## config.mk

```make
export PLATFORM = sky130hd
export DESIGN_NAME = urng_pair_packer
export DESIGN_NICKNAME = d
export VERILOG_FILES = /design/src/rtl/urng_pair_packer.sv
export SDC_FILE = /design/constraint.sdc
export NUM_CORES = 1
export LEC_CHECK = 0
export ABC_AREA = 0
export CAP_MARGIN = 20
export CORE_MARGIN = 3
export CORE_UTILIZATION = 50
export DETAILED_ROUTE_END_ITERATION = 10
export GPL_ROUTABILITY_DRIVEN = 1
export GPL_TIMING_DRIVEN = 0
export PLACE_DENSITY_LB_ADDON = 0.08
export SETUP_SLACK_MARGIN = 0.4
export SLEW_MARGIN = 20
export SYNTH_ARGS = -nofsm -noshare
export SYNTH_HDL_FRONTEND = slang
export SYNTH_SLANG_ARGS = --single-unit
```

## constraint.sdc

```tcl
create_clock -name clk -period 2.7 [get_ports clk]
set_clock_uncertainty 0.05 [all_clocks]
set_input_delay 0.81 -clock clk [delete_from_list [all_inputs] [get_ports clk]]
set_output_delay 0.81 -clock clk [all_outputs]
set_load 0.01 [all_outputs]
```

## src/rtl/urng_pair_packer.sv

```systemverilog
// ============================================================================
// Module   : urng_pair_packer
// Purpose  : Packs pairs of 32-bit URNG words into Box-Muller operands
//            (u0 = 48 bits, u1 = 16 bits) and buffers them in a small FIFO.
// Revision : 1.0 - initial release
// ============================================================================
`default_nettype none

module urng_pair_packer #(
    parameter int DEPTH = 2
) (
    input  logic        clk,
    input  logic        reset,
    input  logic        in_valid,
    input  logic [31:0] in_data,
    output logic        in_ready,
    output logic        out_valid,
    output logic [47:0] out_u0,
    output logic [15:0] out_u1,
    input  logic        out_ready,
    output logic [15:0] drop_count
);

    localparam int c_PTR_W = (DEPTH > 1) ? $clog2(DEPTH) : 1;
    localparam logic [c_PTR_W:0] c_FULL      = (c_PTR_W + 1)'(DEPTH);
    localparam logic [15:0]      c_DROP_MAX  = 16'hFFFF;

    typedef enum logic [0:0] {
        WAIT_A = 1'b0,
        WAIT_B = 1'b1
    } state_t;

    state_t               r_state;
    logic [31:0]          r_a;
    logic [47:0]          r_mem_u0 [DEPTH];
    logic [15:0]          r_mem_u1 [DEPTH];
    logic [c_PTR_W-1:0]   r_wptr;
    logic [c_PTR_W-1:0]   r_rptr;
    logic [c_PTR_W:0]     r_count;
    logic [47:0]          r_u0;
    logic [15:0]          r_u1;
    logic [15:0]          r_drop;

    logic                 w_in_xfer;
    logic                 w_pair;
    logic [47:0]          w_u0;
    logic [15:0]          w_u1;
    logic                 w_zero;
    logic                 w_push;
    logic                 w_drop;
    logic                 w_pop;
    logic [c_PTR_W-1:0]   w_rptr_n;
    logic [c_PTR_W:0]     w_count_n;
    logic                 w_head_new;

    // in_ready depends only on registered state, never on out_ready.
    assign in_ready   = (r_state == WAIT_A) || (r_count < c_FULL);
    assign out_valid  = (r_count != '0);
    assign out_u0     = r_u0;
    assign out_u1     = r_u1;
    assign drop_count = r_drop;

    assign w_in_xfer  = in_valid && in_ready;
    assign w_pair     = w_in_xfer && (r_state == WAIT_B);
    assign w_u0       = {r_a, in_data[31:16]};
    assign w_u1       = in_data[15:0];
    assign w_zero     = (w_u0 == 48'd0);
    assign w_push     = w_pair && !w_zero;
    assign w_drop     = w_pair && w_zero;
    assign w_pop      = out_valid && out_ready;
    assign w_rptr_n   = r_rptr + c_PTR_W'(w_pop);
    // The slot being written this edge becomes the head when it is the next read slot.
    assign w_head_new = w_push && (r_wptr == w_rptr_n);

    always_comb begin
        w_count_n = r_count;
        case ({w_push, w_pop})
            2'b10:   w_count_n = r_count + 1'b1;
            2'b01:   w_count_n = r_count - 1'b1;
            default: w_count_n = r_count;
        endcase
    end

    always_ff @(posedge clk or negedge reset) begin
        if (!reset) begin
            r_state <= WAIT_A;
            r_a     <= '0;
            r_wptr  <= '0;
            r_rptr  <= '0;
            r_count <= '0;
            r_u0    <= '0;
            r_u1    <= '0;
            r_drop  <= '0;
            for (int i = 0; i < DEPTH; i++) begin
                r_mem_u0[i] <= '0;
                r_mem_u1[i] <= '0;
            end
        end else begin
            if (w_in_xfer) begin
                case (r_state)
                    WAIT_A: begin
                        r_a     <= in_data;
                        r_state <= WAIT_B;
                    end
                    default: r_state <= WAIT_A;
                endcase
            end

            if (w_push) begin
                r_mem_u0[r_wptr] <= w_u0;
                r_mem_u1[r_wptr] <= w_u1;
                r_wptr           <= r_wptr + 1'b1;
            end

            if (w_drop && (r_drop != c_DROP_MAX)) begin
                r_drop <= r_drop + 1'b1;
            end

            r_rptr  <= w_rptr_n;
            r_count <= w_count_n;

            // Output registers mirror the next head; they hold when the FIFO drains.
            if (w_count_n != '0) begin
                r_u0 <= w_head_new ? w_u0 : r_mem_u0[w_rptr_n];
                r_u1 <= w_head_new ? w_u1 : r_mem_u1[w_rptr_n];
            end
        end
    end

endmodule

`default_nettype wire

```

==> impl_results.md <==
* Clk slew on worst S/H paths at approximately 0.060 ns
* Worst R2R Setup Slack at -0.43 ns
* Startpoint types: register
* Reg2reg start: r_a[4]
* Max Cap Viol at 0
* Yosys top cell by area: dfrtp_1
* Wire length on met2 at 17.3 mm
* Async set-or-reset flop fraction in the synthesized netlist at 1.00
* Post-Syn Area at ~11,000 um2
* Final number of max-transition violations at 0
* Remaining global-route overflow at 0
* Die width at about 150 um
* Initial antenna violation count at 0
* Avg WL per Cell at around 24 um
* Metal3 WL at 2.37 mm
* Drt drc at 0
* Port Buffer Count at 117
* Iter 0 DRT Violations at ~670
* Final WL at about 36 mm
* Total number of vias at approximately 9k
* Non-filler cells, final at about 1.5k
* Post-synth EDFFs at 0
* Gpl congestion at about 0.82
* Dpl cells at 1,361
* DR top layer: met4
* Htree depth at 1
* Syn_area_per_cell at 11.4 um2
* Worst vdd ir at between 1000 and 1500 uV
* Capture point of the worst reg-to-reg path: out_u0[16]
* Clk sinks at roughly 250
* Power Total at about 26 mW
* Vias in the first global route at between 8k and 9k
* Post-Syn Instances at 966
* CTS max path bufs at 3
* CTS Root Buffer Type: clkbuf_16
* CP arrival at 3.47 ns
* Max FO, Critical Path at 10
* #FFs+latches synth at 245
* Area Growth Syn to Fin at 51.2%
* Starting Density at 0.516
* Most frequent cells after synthesis: 245 x dfrtp_1, 170 x nand2_1, 129 x mux2_2, 75 x nor3_1, 65 x nor2b_1
* Area of the core at between 20,000 and 25,000 um2
* Nets at roughly 1.2k
* CP required at ~3.0 ns
* Leak at around 8.1 nW
* Clock latency on the worst-skew pair at between 0.5 and 0.6 ns
* Vias per std cell at slightly above 6
* Worst Setup End Kind: register
* Die height at 154 um
* CTS tree: yes
* RSZ-0062 raised after global routing: yes
* Fin crit share at 1.16
* Worst min-delay path category: in -> async
* Largest net degree at the start of global routing at 83
* Mapped Nets at 1,004
* M1 WL at approximately 15 mm
* Status: complete, but fails checks
* Post-route ant nets at 0
* Kind of critical path: reg -> reg
* TritonRoute pass-1 iters at 5
* Largest cells by area after synthesis: dfrtp_1 56%, mux2_2 13%, nand2_1 5.8%
* Fin crit period at between 3 and 4 ns
* DP HPWL at about 19 mm
* Failing checks: negative setup slack
* Post-route setup slack at -0.426 ns
* ANT cells at 0
* Most common cell in the netlist: dfrtp_1
* YS warnings at 0
* Post-synthesis sequential area ratio at 0.558
* Highest clock rate at roughly 320 MHz
* Cell depth of the worst flop-to-flop path at 9
* Row count at between 50 and 60
* Worst rel slew slack at 0.527
* First-pass GRT wire length at ~50 mm
* GRT Total Usage at 0.261
* Final Setup Violations at roughly 130
* Synth top area share at 0.558
* CTS Buf Count at 27
* Ys flop type: dfrtp_1
* Ports at roughly 120
* Layout cells sized above 1 at 0.392
* Unique cell type count in the Yosys netlist at 37
* Final count of hold timing violations at 0
* Worst-Margin Slew at slightly above 0.7 ns
* DIE AREA at about 24,000 um2
* Pwr/cell area at between 1500 and 2000 nW/um2
## logic make-up (layout without fill, tap and decap cells)
family,after synthesis,after routing,share of synthesized area
compound gates,133,133,0.0996
xor+xnor,20,20,0.0190
fa+ha+maj,2,2,0.00228
buf+inv,83,326,0.0346
flops,245,245,0.558
mux,129,129,0.132
simple gates,354,356,0.154
## cell type report
type	count	area [um2]
sequential	245	6150
multi-input combinational	640	6080
fill	1274	4680
timing repair buffer	196	2300
clock buffer	41	828
buffer	77	826
tap	275	344
clock inverter	6	55.1
inverter	6	22.5
## worst max-delay path by stage
stage	cells after the start	slack, ns	to	startpoint
after floorplan	12	-0.16	out_u1[1]	in_data[16]
after global placement	1	-9.89	r_mem_u1[9]	reset
after detailed placement	13	-1.37	out_u0[27]	in_data[27]
after CTS	13	-0.20	out_u1[7]	r_a[26]
after global routing	9	-0.46	out_u0[16]	r_a[4]
final	9	-0.43	out_u0[16]	r_a[4]
## worst max-delay path: stages (launching register included)
cell	delay (ns)
dfrtp_2	0.43
nor4_4	0.37
nand4_1	0.19
o31a_1	0.37
buf_4	0.15
buf_6	0.12
buf_2	0.21
clkbuf_1	0.35
a221oi_1	0.62
o31ai_4	0.11
## metal layers
| layer | GRT usage | vias up |
|---|---|---|
| met5 | 0 | - |
| met3 | 0.0350 | 84 |
| li1 | - | 3929 |
| met2 | 0.412 | 397 |
| met4 | 0.0614 | 0 |
| met1 | 0.388 | 4596 |
## cells in the final DEF (no fill, tap or decap), types with 29 or more instances in the layout
master / netlist / final
dlygate4sd2_1: 0 / 43
mux2_4: 0 / 124
dfrtp_1: 245 / 231
buf_4: 6 / 30
clkbuf_16: 0 / 48
nor3_1: 75 / 66
dlymetal6s2s_1: 0 / 29
buf_2: 30 / 29
nand2_1: 170 / 133
o31ai_4: 0 / 35
a221oi_1: 64 / 60
nor2b_1: 65 / 65
clkbuf_1: 39 / 29
## report_power, final
| part | internal [mW] | switching (mW) |
|---|---|---|
| sequential | 5.45 | 1.42 |
| combinational | 7.95 | 7.84 |
| clock | 2.19 | 1.50 |
## stage by stage
stage	utilization	area, um2	hold WS, ns	setup WS [ns]	TNS [ns]
2_1_floorplan	-	11500	0.421	-0.164	-10.34
3_3_place_gp	0.612	13000	0.412	-9.89	-2595.77
3_5_place_dp	0.616	13100	0.419	-1.37	-179.38
4_1_cts	0.709	15100	0.0741	-0.205	-11.80
5_1_grt	0.780	16600	0.0823	-0.465	-37.24
6_report	0.780	16600	0.0766	-0.426	-31.40
## flip-flops by register name, summed over array words and instances (netlist names)
signal,flops
r_mem_u0,96
out_u0,48
r_a,32
r_mem_u1,32
drop_count,16
out_u1,16
r_count,2
r_rptr,1
r_state,1
r_wptr,1
## timing repair
item | CTS | global route
endpoints found under the setup margin | 252 | 237
setup buffers | 29 | 22
resized for setup | 236 | 260
cloned | 15 | 12
pin swaps | 36 | 30
hold buffers | 0 | 0
Note: power is estimated with default switching activity, not from simulation.
